--- src/rtl/sensor_axi_slave.sv ---
// AXI slave that exposes NUM_CH sensor channels as burst-readable 64-word windows,
// plus an EN / CLEAR / MASK / STATUS register block driving a masked interrupt.
module sensor_axi_slave #(
    parameter int NUM_CH = 4
) (
    input  logic                    ACLK,
    input  logic                    ARESETn,
    input  logic [7:0]              AWID,
    input  logic [31:0]             AWADDR,
    input  logic [3:0]              AWLEN,
    input  logic                    AWVALID,
    output logic                    AWREADY,
    input  logic [31:0]             WDATA,
    input  logic [3:0]              WSTRB,
    input  logic                    WLAST,
    input  logic                    WVALID,
    output logic                    WREADY,
    output logic [7:0]              BID,
    output logic [1:0]              BRESP,
    output logic                    BVALID,
    input  logic                    BREADY,
    input  logic [7:0]              ARID,
    input  logic [31:0]             ARADDR,
    input  logic [3:0]              ARLEN,
    input  logic                    ARVALID,
    output logic                    ARREADY,
    output logic [7:0]              RID,
    output logic [31:0]             RDATA,
    output logic [1:0]              RRESP,
    output logic                    RLAST,
    output logic                    RVALID,
    input  logic                    RREADY,
    input  logic [NUM_CH*32-1:0]    sctrl_out,
    input  logic [NUM_CH-1:0]       sctrl_interrupt,
    output logic [5:0]              sctrl_addr,
    output logic [NUM_CH-1:0]       sctrl_en,
    output logic [NUM_CH-1:0]       sctrl_clear,
    output logic                    irq
);

    typedef enum logic [2:0] {IDLE, R_LOAD, R_DATA, W_DATA, W_RESP} state_t;

    localparam logic [13:0] REG_EN     = 14'h0400;
    localparam logic [13:0] REG_CLEAR  = 14'h0401;
    localparam logic [13:0] REG_MASK   = 14'h0402;
    localparam logic [13:0] REG_STATUS = 14'h0403;

    state_t              state_q, state_d;
    logic [7:0]          rid_q, bid_q;
    logic [3:0]          rlen_q, beat_q;
    logic [15:0]         rd_addr, rd_next, wr_addr;
    logic [31:0]         rdata_q, rd_word;
    logic [1:0]          rresp_q;
    logic                rd_err, wr_err, last_beat;
    logic [NUM_CH-1:0]   en_q, mask_q, pending_q, clr_mask;
    logic                ar_hs, aw_hs, w_hs, r_hs;
    logic                unused_bits;

    assign unused_bits = ^{AWLEN, AWADDR[31:16], ARADDR[31:16], WSTRB[3:1], WDATA[31:NUM_CH]};

    assign ar_hs     = ARVALID & ARREADY;
    assign aw_hs     = AWVALID & AWREADY;
    assign w_hs      = WVALID & WREADY;
    assign r_hs      = RVALID & RREADY;
    assign last_beat = (beat_q == rlen_q);

    assign sctrl_addr = rd_addr[7:2];
    assign sctrl_en   = en_q;
    assign RID        = RVALID ? rid_q   : 8'h00;
    assign RDATA      = RVALID ? rdata_q : 32'h0;
    assign RRESP      = RVALID ? rresp_q : 2'b00;
    assign RLAST      = RVALID & last_beat;
    assign BID        = BVALID ? bid_q : 8'h00;
    assign BRESP      = (BVALID && wr_err) ? 2'b10 : 2'b00;

    always_ff @(posedge ACLK or negedge ARESETn) begin
        if (!ARESETn) state_q <= IDLE;
        else          state_q <= state_d;
    end

    // NOTE: every variable in an always_comb gets a default first, otherwise a
    // path that skips it infers a latch.
    always_comb begin
        state_d = state_q;
        ARREADY = 1'b0;
        AWREADY = 1'b0;
        WREADY  = 1'b0;
        RVALID  = 1'b0;
        BVALID  = 1'b0;
        case (state_q)
            IDLE: begin
                // Readiness is gated by reset so every AXI output is 0 while held.
                ARREADY = ARESETn;
                AWREADY = ARESETn & ~ARVALID;
                if (ARVALID)      state_d = R_LOAD;
                else if (AWVALID) state_d = W_DATA;
            end
            R_LOAD: state_d = R_DATA;
            R_DATA: begin
                RVALID = 1'b1;
                if (RREADY && last_beat) state_d = IDLE;
            end
            W_DATA: begin
                WREADY = 1'b1;
                if (WVALID && WLAST) state_d = W_RESP;
            end
            W_RESP: begin
                BVALID = 1'b1;
                if (BREADY) state_d = IDLE;
            end
            default: state_d = IDLE;
        endcase
    end

    // Read decode of the word currently addressed by the burst pointer.
    always_comb begin
        rd_word = 32'h0;
        rd_err  = 1'b0;
        if (rd_addr[15:12] == 4'h0) begin
            rd_err = 1'b1;
            for (int c = 0; c < NUM_CH; c++) begin
                if (rd_addr[11:8] == 4'(c)) begin
                    rd_word = sctrl_out[c*32 +: 32];
                    rd_err  = 1'b0;
                end
            end
        end else begin
            case (rd_addr[15:2])
                REG_EN:     rd_word = 32'(en_q);
                REG_CLEAR:  rd_word = 32'h0;
                REG_MASK:   rd_word = 32'(mask_q);
                REG_STATUS: rd_word = 32'(pending_q);
                default:    rd_err  = 1'b1;
            endcase
        end
    end

    // Data-window bursts wrap within the channel's 64 words; register bursts walk the map.
    assign rd_next = (rd_addr[15:12] == 4'h0) ?
                     {rd_addr[15:8], rd_addr[7:2] + 6'd1, rd_addr[1:0]} :
                     rd_addr + 16'd4;

    always_comb begin
        clr_mask = '0;
        if (w_hs && WSTRB[0] && (wr_addr[15:2] == REG_CLEAR || wr_addr[15:2] == REG_STATUS))
            clr_mask = WDATA[NUM_CH-1:0];
    end

    // NOTE: state registers use non-blocking assignments so every flop samples
    // pre-edge values regardless of statement order.
    // NOTE: no storage here is a memory array, so every flop is reset to give
    // the all-zero state the bus sees during reset.
    always_ff @(posedge ACLK or negedge ARESETn) begin
        if (!ARESETn) begin
            rid_q       <= '0;
            rlen_q      <= '0;
            beat_q      <= '0;
            rd_addr     <= '0;
            rdata_q     <= '0;
            rresp_q     <= '0;
            bid_q       <= '0;
            wr_addr     <= '0;
            wr_err      <= 1'b0;
            en_q        <= '0;
            mask_q      <= '0;
            pending_q   <= '0;
            sctrl_clear <= '0;
            irq         <= 1'b0;
        end else begin
            sctrl_clear <= '0;
            irq         <= |(pending_q & mask_q);
            // A new interrupt request wins over a same-cycle clear.
            pending_q   <= (pending_q & ~clr_mask) | sctrl_interrupt;

            if (ar_hs) begin
                rid_q   <= ARID;
                rlen_q  <= ARLEN;
                rd_addr <= ARADDR[15:0];
            end
            if (state_q == R_LOAD || (r_hs && !last_beat)) begin
                rdata_q <= rd_word;
                rresp_q <= rd_err ? 2'b10 : 2'b00;
                rd_addr <= rd_next;
                beat_q  <= (state_q == R_LOAD) ? 4'd0 : beat_q + 4'd1;
            end

            if (aw_hs) begin
                bid_q   <= AWID;
                wr_addr <= AWADDR[15:0];
                wr_err  <= 1'b0;
            end
            if (w_hs) begin
                wr_addr <= wr_addr + 16'd4;
                if (WSTRB[0]) begin
                    if (wr_addr[15:12] == 4'h0) begin
                        wr_err <= 1'b1;
                    end else begin
                        case (wr_addr[15:2])
                            REG_EN:     en_q        <= WDATA[NUM_CH-1:0];
                            REG_CLEAR:  sctrl_clear <= WDATA[NUM_CH-1:0];
                            REG_MASK:   mask_q      <= WDATA[NUM_CH-1:0];
                            REG_STATUS: ;
                            default:    wr_err      <= 1'b1;
                        endcase
                    end
                end
            end
        end
    end

endmodule

--- config.mk ---
export PLATFORM = sky130hd
export DESIGN_NAME = sensor_axi_slave
export DESIGN_NICKNAME = d
export VERILOG_FILES = /design/src/rtl/sensor_axi_slave.sv
export SDC_FILE = /design/constraint.sdc
export NUM_CORES = 1
export LEC_CHECK = 0
export CAP_MARGIN = 20
export CORE_MARGIN = 8
export CORE_UTILIZATION = 25
export DETAILED_ROUTE_END_ITERATION = 12
export SYNTH_ARGS = -nofsm -noshare
export SYNTH_HDL_FRONTEND = slang
export SYNTH_SLANG_ARGS = --single-unit
--- constraint.sdc ---
create_clock -name ACLK -period 1.7 [get_ports ACLK]
set_input_delay 0.34 -clock ACLK [delete_from_list [all_inputs] [get_ports ACLK]]
set_output_delay 0.34 -clock ACLK [all_outputs]
set_load 0.02 [all_outputs]
== After elaboration in Yosys (flattened, before gate mapping) ==
Index checks and enable logic that the tools add are counted.
Word-level totals
  input bits: 264
  logic and storage cells: 120
  output and inout bits: 73
  register bits: 111
Operators by class
  mux-type cells: 45
  add/sub/neg operators: 4
  equal/unequal tests: 21
  reduce and logical (&&, ||, !) cells: 22
  bitwise operators: 12
Operator list (count)
  32-bit two-way mux: 6
  14-bit by 11-bit == test with 1-bit output, second input constant: 8
  16-bit two-way mux: 5
  16-bit by 3-bit adder with 16-bit output, second input constant: 2
  4-bit two-way mux: 6
  1-bit two-way mux: 16
  8-bit two-way mux: 2
  3-bit two-way mux: 5
  3-bit one-hot mux with 5 select lines: 1
  4-bit zero test: 3
  4-bit one-hot mux with 3 select lines: 1
  4-bit AND reduction: 3
  4-bit OR reduction: 3
  4-bit AND: 2
  4-bit by 2-bit == test with 1-bit output, second input constant: 2
  2-bit inequality test, second input constant: 4
  6-bit by 1-bit adder with 6-bit output, second input constant: 1
  1-bit AND: 6
  3-bit by 2-bit == test with 1-bit output, second input constant: 2
  1-bit logical AND: 6
  2-bit two-way mux: 3
  4-bit by 1-bit adder with 4-bit output, second input constant: 1
  4-bit by 1-bit == test with 1-bit output, second input constant: 1
  4-bit == test: 1
  11 further kinds: 14

== Logic depth before layout (Yosys ltp) ==
  depth in word-level cells: 9
  mapped depth: 8
  gate-level depth less buffers: 6

== Worst setup path before layout ==
No wires, ideal clock.
  path kind: register to output
  from: register state_q[1]
  to: output port RLAST
  cell stages (with the launch flop): 6
  setup slack: -0.386 ns
  arrival: 1.746 ns
  required time: 1.360 ns
  buffers on the path: 2
  cell sequence: dfrtp_1 buf_2 nor3b_1 clkbuf_1 inv_1 nor2_1
Between the ends
  cells in the longest elaborated chain, start to end: 3
RTL lines
  start: declaration: line 48  | state_t state_q, state_d;
  start signal: assignment: line 78  | else state_q <= state_d;
  3-bit by 2-bit == test with 1-bit output: line 90  | case (state_q)
  1-bit two-way mux: line 90
  net RVALID: line 31  | output logic RVALID,
  1-bit AND: line 72  | assign RLAST = RVALID & last_beat;
  end: declaration: line 30  | output logic RLAST,
The timed path passes the listed nets, and every way through them passes these cells.

== Worst setup path after layout ==
  from: register state_q[2]
  to: output port RID[1]
Between the ends
  cells in the longest elaborated chain, start to end: 3
RTL lines
  3-bit by 2-bit == test with 1-bit output: line 90
  1-bit two-way mux: line 90
  8-bit two-way mux: line 69  | assign RID = RVALID ? rid_q : 8'h00;
  end: declaration: line 27  | output logic [7:0] RID,
Every way passes these cells.

==> run metrics <==
status finished with violations; violated checks negative setup slack; Final Cell Area 12,130 µm²; row count 58; Routed wire per std cell 19.85 µm; Crit-path slowest cell dfrtp_2; routed vias 6,824; sequential cell area fraction in the yosys report 41.94%; Reg area 2658 µm²; Antenna Diode Count 0; TNS Setup -31.46 ns; Syn Area/Cell 9.274 µm²; area taken by multi-input logic gates 4237 µm²; Ys Warns 0; # hold bufs at CTS 0; area of the mapped netlist 6325 µm²; DR iter-0 viols 341; Slew Viols, Final 0; die height 175.1 µm; nets 1,336; Top cell by count, worst path buf_6; worst hold path class in -> async; initial antenna violation count 1; FMAX 494.2 MHz; die area 30,640 µm²; slack of the critical path -0.3233 ns; CTS tree yes; vias per inst 4.881; Final Hold Vio Count 0; clock buffer depth 2; WP data required 1.36 ns; Top Ports 337; post-DP HPWL 18,880 µm; first-pass GRT wire length 40,980 µm; gr usage total 17.06%; CP Capture Type primary output; ys flop type dfrtp_1; CP delay by family, top buffers and inverters; post-layout util 48.46%; Slew Limit Headroom 40.08%; clock slew at reported path FFs 0.08 ns; Seq cells post-synth 106; Initial Utilization 25.26%; ys async rst share 100.0%; CP Max Fanout 10; RSZ-0062 raised after global routing yes; largest net degree at the start of global routing 66; clock sinks 106; Yosys cell types 68; vias in the first global route 7,151; GPL Wtd Cong 0.8244; CP max stage delay 0.44 ns; # H-tree levels 3; WL final 27,760 µm; PwrDens 1349 nW/µm²; fin crit period 2.023 ns; Port Buffers 263; DRC viols 0; crit path DAT 1.68 ns; Worst-Margin Slew 0.8988 ns; type of element launching the critical path register; Area after DPL 10,010 µm²; Area Overhead vs Synth 91.83%; final number of setup-violating endpoints 143; Crit Path Class reg -> out; P_leak 5.331 nW; Die X 175.1 µm; Routed Antenna Nets 0; GRT overflow 0; Detailed Routing Iterations Pass 1 7; CTS buffer count 9; Setup Skew 0.01033 ns; cells after synthesis 682; WP buf/inv 4; EDFF count, synth 0; layout cell share with drive strength beyond 1 41.67%; worst vdd ir 0.0007081 V; Final Cycle Share 119.0%; Fillers 2,369; CTS root buffer clkbuf_16; Max Cap Viol 0; worst slack, placed -0.4718 ns; Core Box Area 25,040 µm²; worst skew pair latency 0.35 ns; worst-path cell chain nor3b_4 > buf_6 > buf_8 > clkbuf_16 > and2_1 > buf_6
[metal layers]
metal	global-route usage, %	up-vias	routed length, µm
met3	3.712	35	1457
met5	0	-	13
met2	29.57	235	13840
li1	-	3220	-
met1	21.12	3332	11920
met4	4.274	2	519
[path summary, 6_finish.rpt]
check / start / slack, ns / endpoint / cells past startpoint
setup / recovery: state_q[2] / -0.32 / RID[1] / 6
hold / removal: ARESETn / 0.17 / rdata_q[9] / 3
setup reg to reg: state_q[2] / -0.29 / rdata_q[18] / 10
hold reg to reg: rid_q[0] / 0.48 / rid_q[0] / 2
max in group asynchronous: ARESETn / 0.73 / rd_addr[8] / 3
min in group ACLK: rid_q[0] / 0.48 / rid_q[0] / 2
[where the power goes]
group,total (mW),switching (mW),internal (mW)
clock,2.17,1.00,1.16
combinational,10.3,4.86,5.49
sequential,3.85,0.678,3.17
[layout make-up]
| cell class | count | area share [%] |
|---|---|---|
| clock buffers | 10 | 1.887 |
| repair buffers | 419 | 36.93 |
| flip-flops and latches | 106 | 21.90 |
| clock inverters | 6 | 0.6187 |
| multi-input cells | 516 | 34.92 |
| inverters | 11 | 0.3403 |
| well taps | 330 | 3.403 |
[repair_timing]
item	CTS	global route
gates resized for setup	477	124
setup buffers	31	11
pin swaps	62	37
hold endpoints to repair	0	0
endpoints found under the setup margin	160	161
gates cloned	14	5
[worst reg2reg max path, cell delays in order, from the launching register on]
cell	delay, ns
dfrtp_2	0.44
buf_4	0.15
buf_4	0.13
nand4bb_4	0.22
a41oi_4	0.23
buf_6	0.15
nor2_4	0.08
clkbuf_16	0.20
buf_12	0.13
nand2_4	0.06
o31ai_4	0.06
[kinds of logic after synthesis]
group	count (synthesis)	share of synthesized area (%)
simple gates	328	25.36
compound gates	125	15.43
flops	106	41.94
buf+inv	63	4.965
mux	43	9.021
fa+ha+maj	9	1.780
xor+xnor	7	1.444
other cells	1	0.05929
[registers in the layout, summed over array words and instances, names as in the netlist]
signal and count:
wr_err 1, rid_q 8, sctrl_en 4, wr_addr 14, state_q 3, mask_q 4, rresp_q 1, rd_addr 14
rdata_q 32, beat_q 4, sctrl_clear 4, bid_q 8, irq 1, rlen_q 4, pending_q 4
[cell usage after synthesis (3+ instances only)]
cell      instances  share of area (%)
inv_1            11               0.65
nand4_1           8               0.79
a211oi_1          8               0.95
nor2_1           61                3.6
o22ai_1           4               0.40
mux2i_1           3               0.47
mux2_2           32                5.7
a222oi_1          4               0.63
o21ai_0          10               0.79
a31oi_1           4               0.40
nand3_1          15                1.2
a221o_1           4               0.63
nor2b_1           3               0.30
o211ai_1          4               0.47
and3_1           11                1.1
nand2_1         136                8.1
ha_1              9                1.8
nand3b_1          3               0.36
clkbuf_1         21                1.2
o311ai_1          4               0.55
xnor2_2           4                1.0
buf_2            17                1.3
a311oi_1          5               0.69
buf_4            11                1.3
o31ai_1          25                3.0
a21oi_1          10               0.79
a21o_1            4               0.47
mux4_2            8                2.8
o221ai_1         23                3.2
nor4_1            6               0.59
and2_1           53                5.2
nor3_1           11               0.87
dfrtp_1         106                 42
[per-stage QoR]
| stage | total power, mW | hold WS, ns | cells |
|---|---|---|---|
| 5_1_grt | 17.29 | 0.2132 | 1398 |
| 6_report | 16.36 | 0.1696 | 1398 |
| 3_5_place_dp | 10.65 | 0.4546 | 1323 |
| 3_3_place_gp | 10.59 | 0.4421 | 1323 |
| 2_1_floorplan | 7.461 | 0.04441 | 683 |
| 4_1_cts | 15.41 | 0.1888 | 1384 |
[cell usage in the layout, fill, tap and decap left out, types with 6 or more instances in the layout]
cell and count:
nor2_4 8, nor3_2 8, mux2_2 32, nand2_1 96, inv_1 8, a211oi_2 6
o31ai_4 17, nand2_2 21, clkdlybuf4s50_1 196, dlygate4sd2_1 6, clkbuf_16 15, buf_12 16
ha_1 9, and2_1 13, nor2_1 53, nand2_4 19, buf_4 89, nand3_1 13
o31ai_2 8, a21oi_1 6, o221ai_1 23, mux4_2 8, and2_4 40, nand4_1 8
and3_1 11, dfrtp_1 102, buf_6 89, buf_8 7
Power figures use the tool's default switching activity.
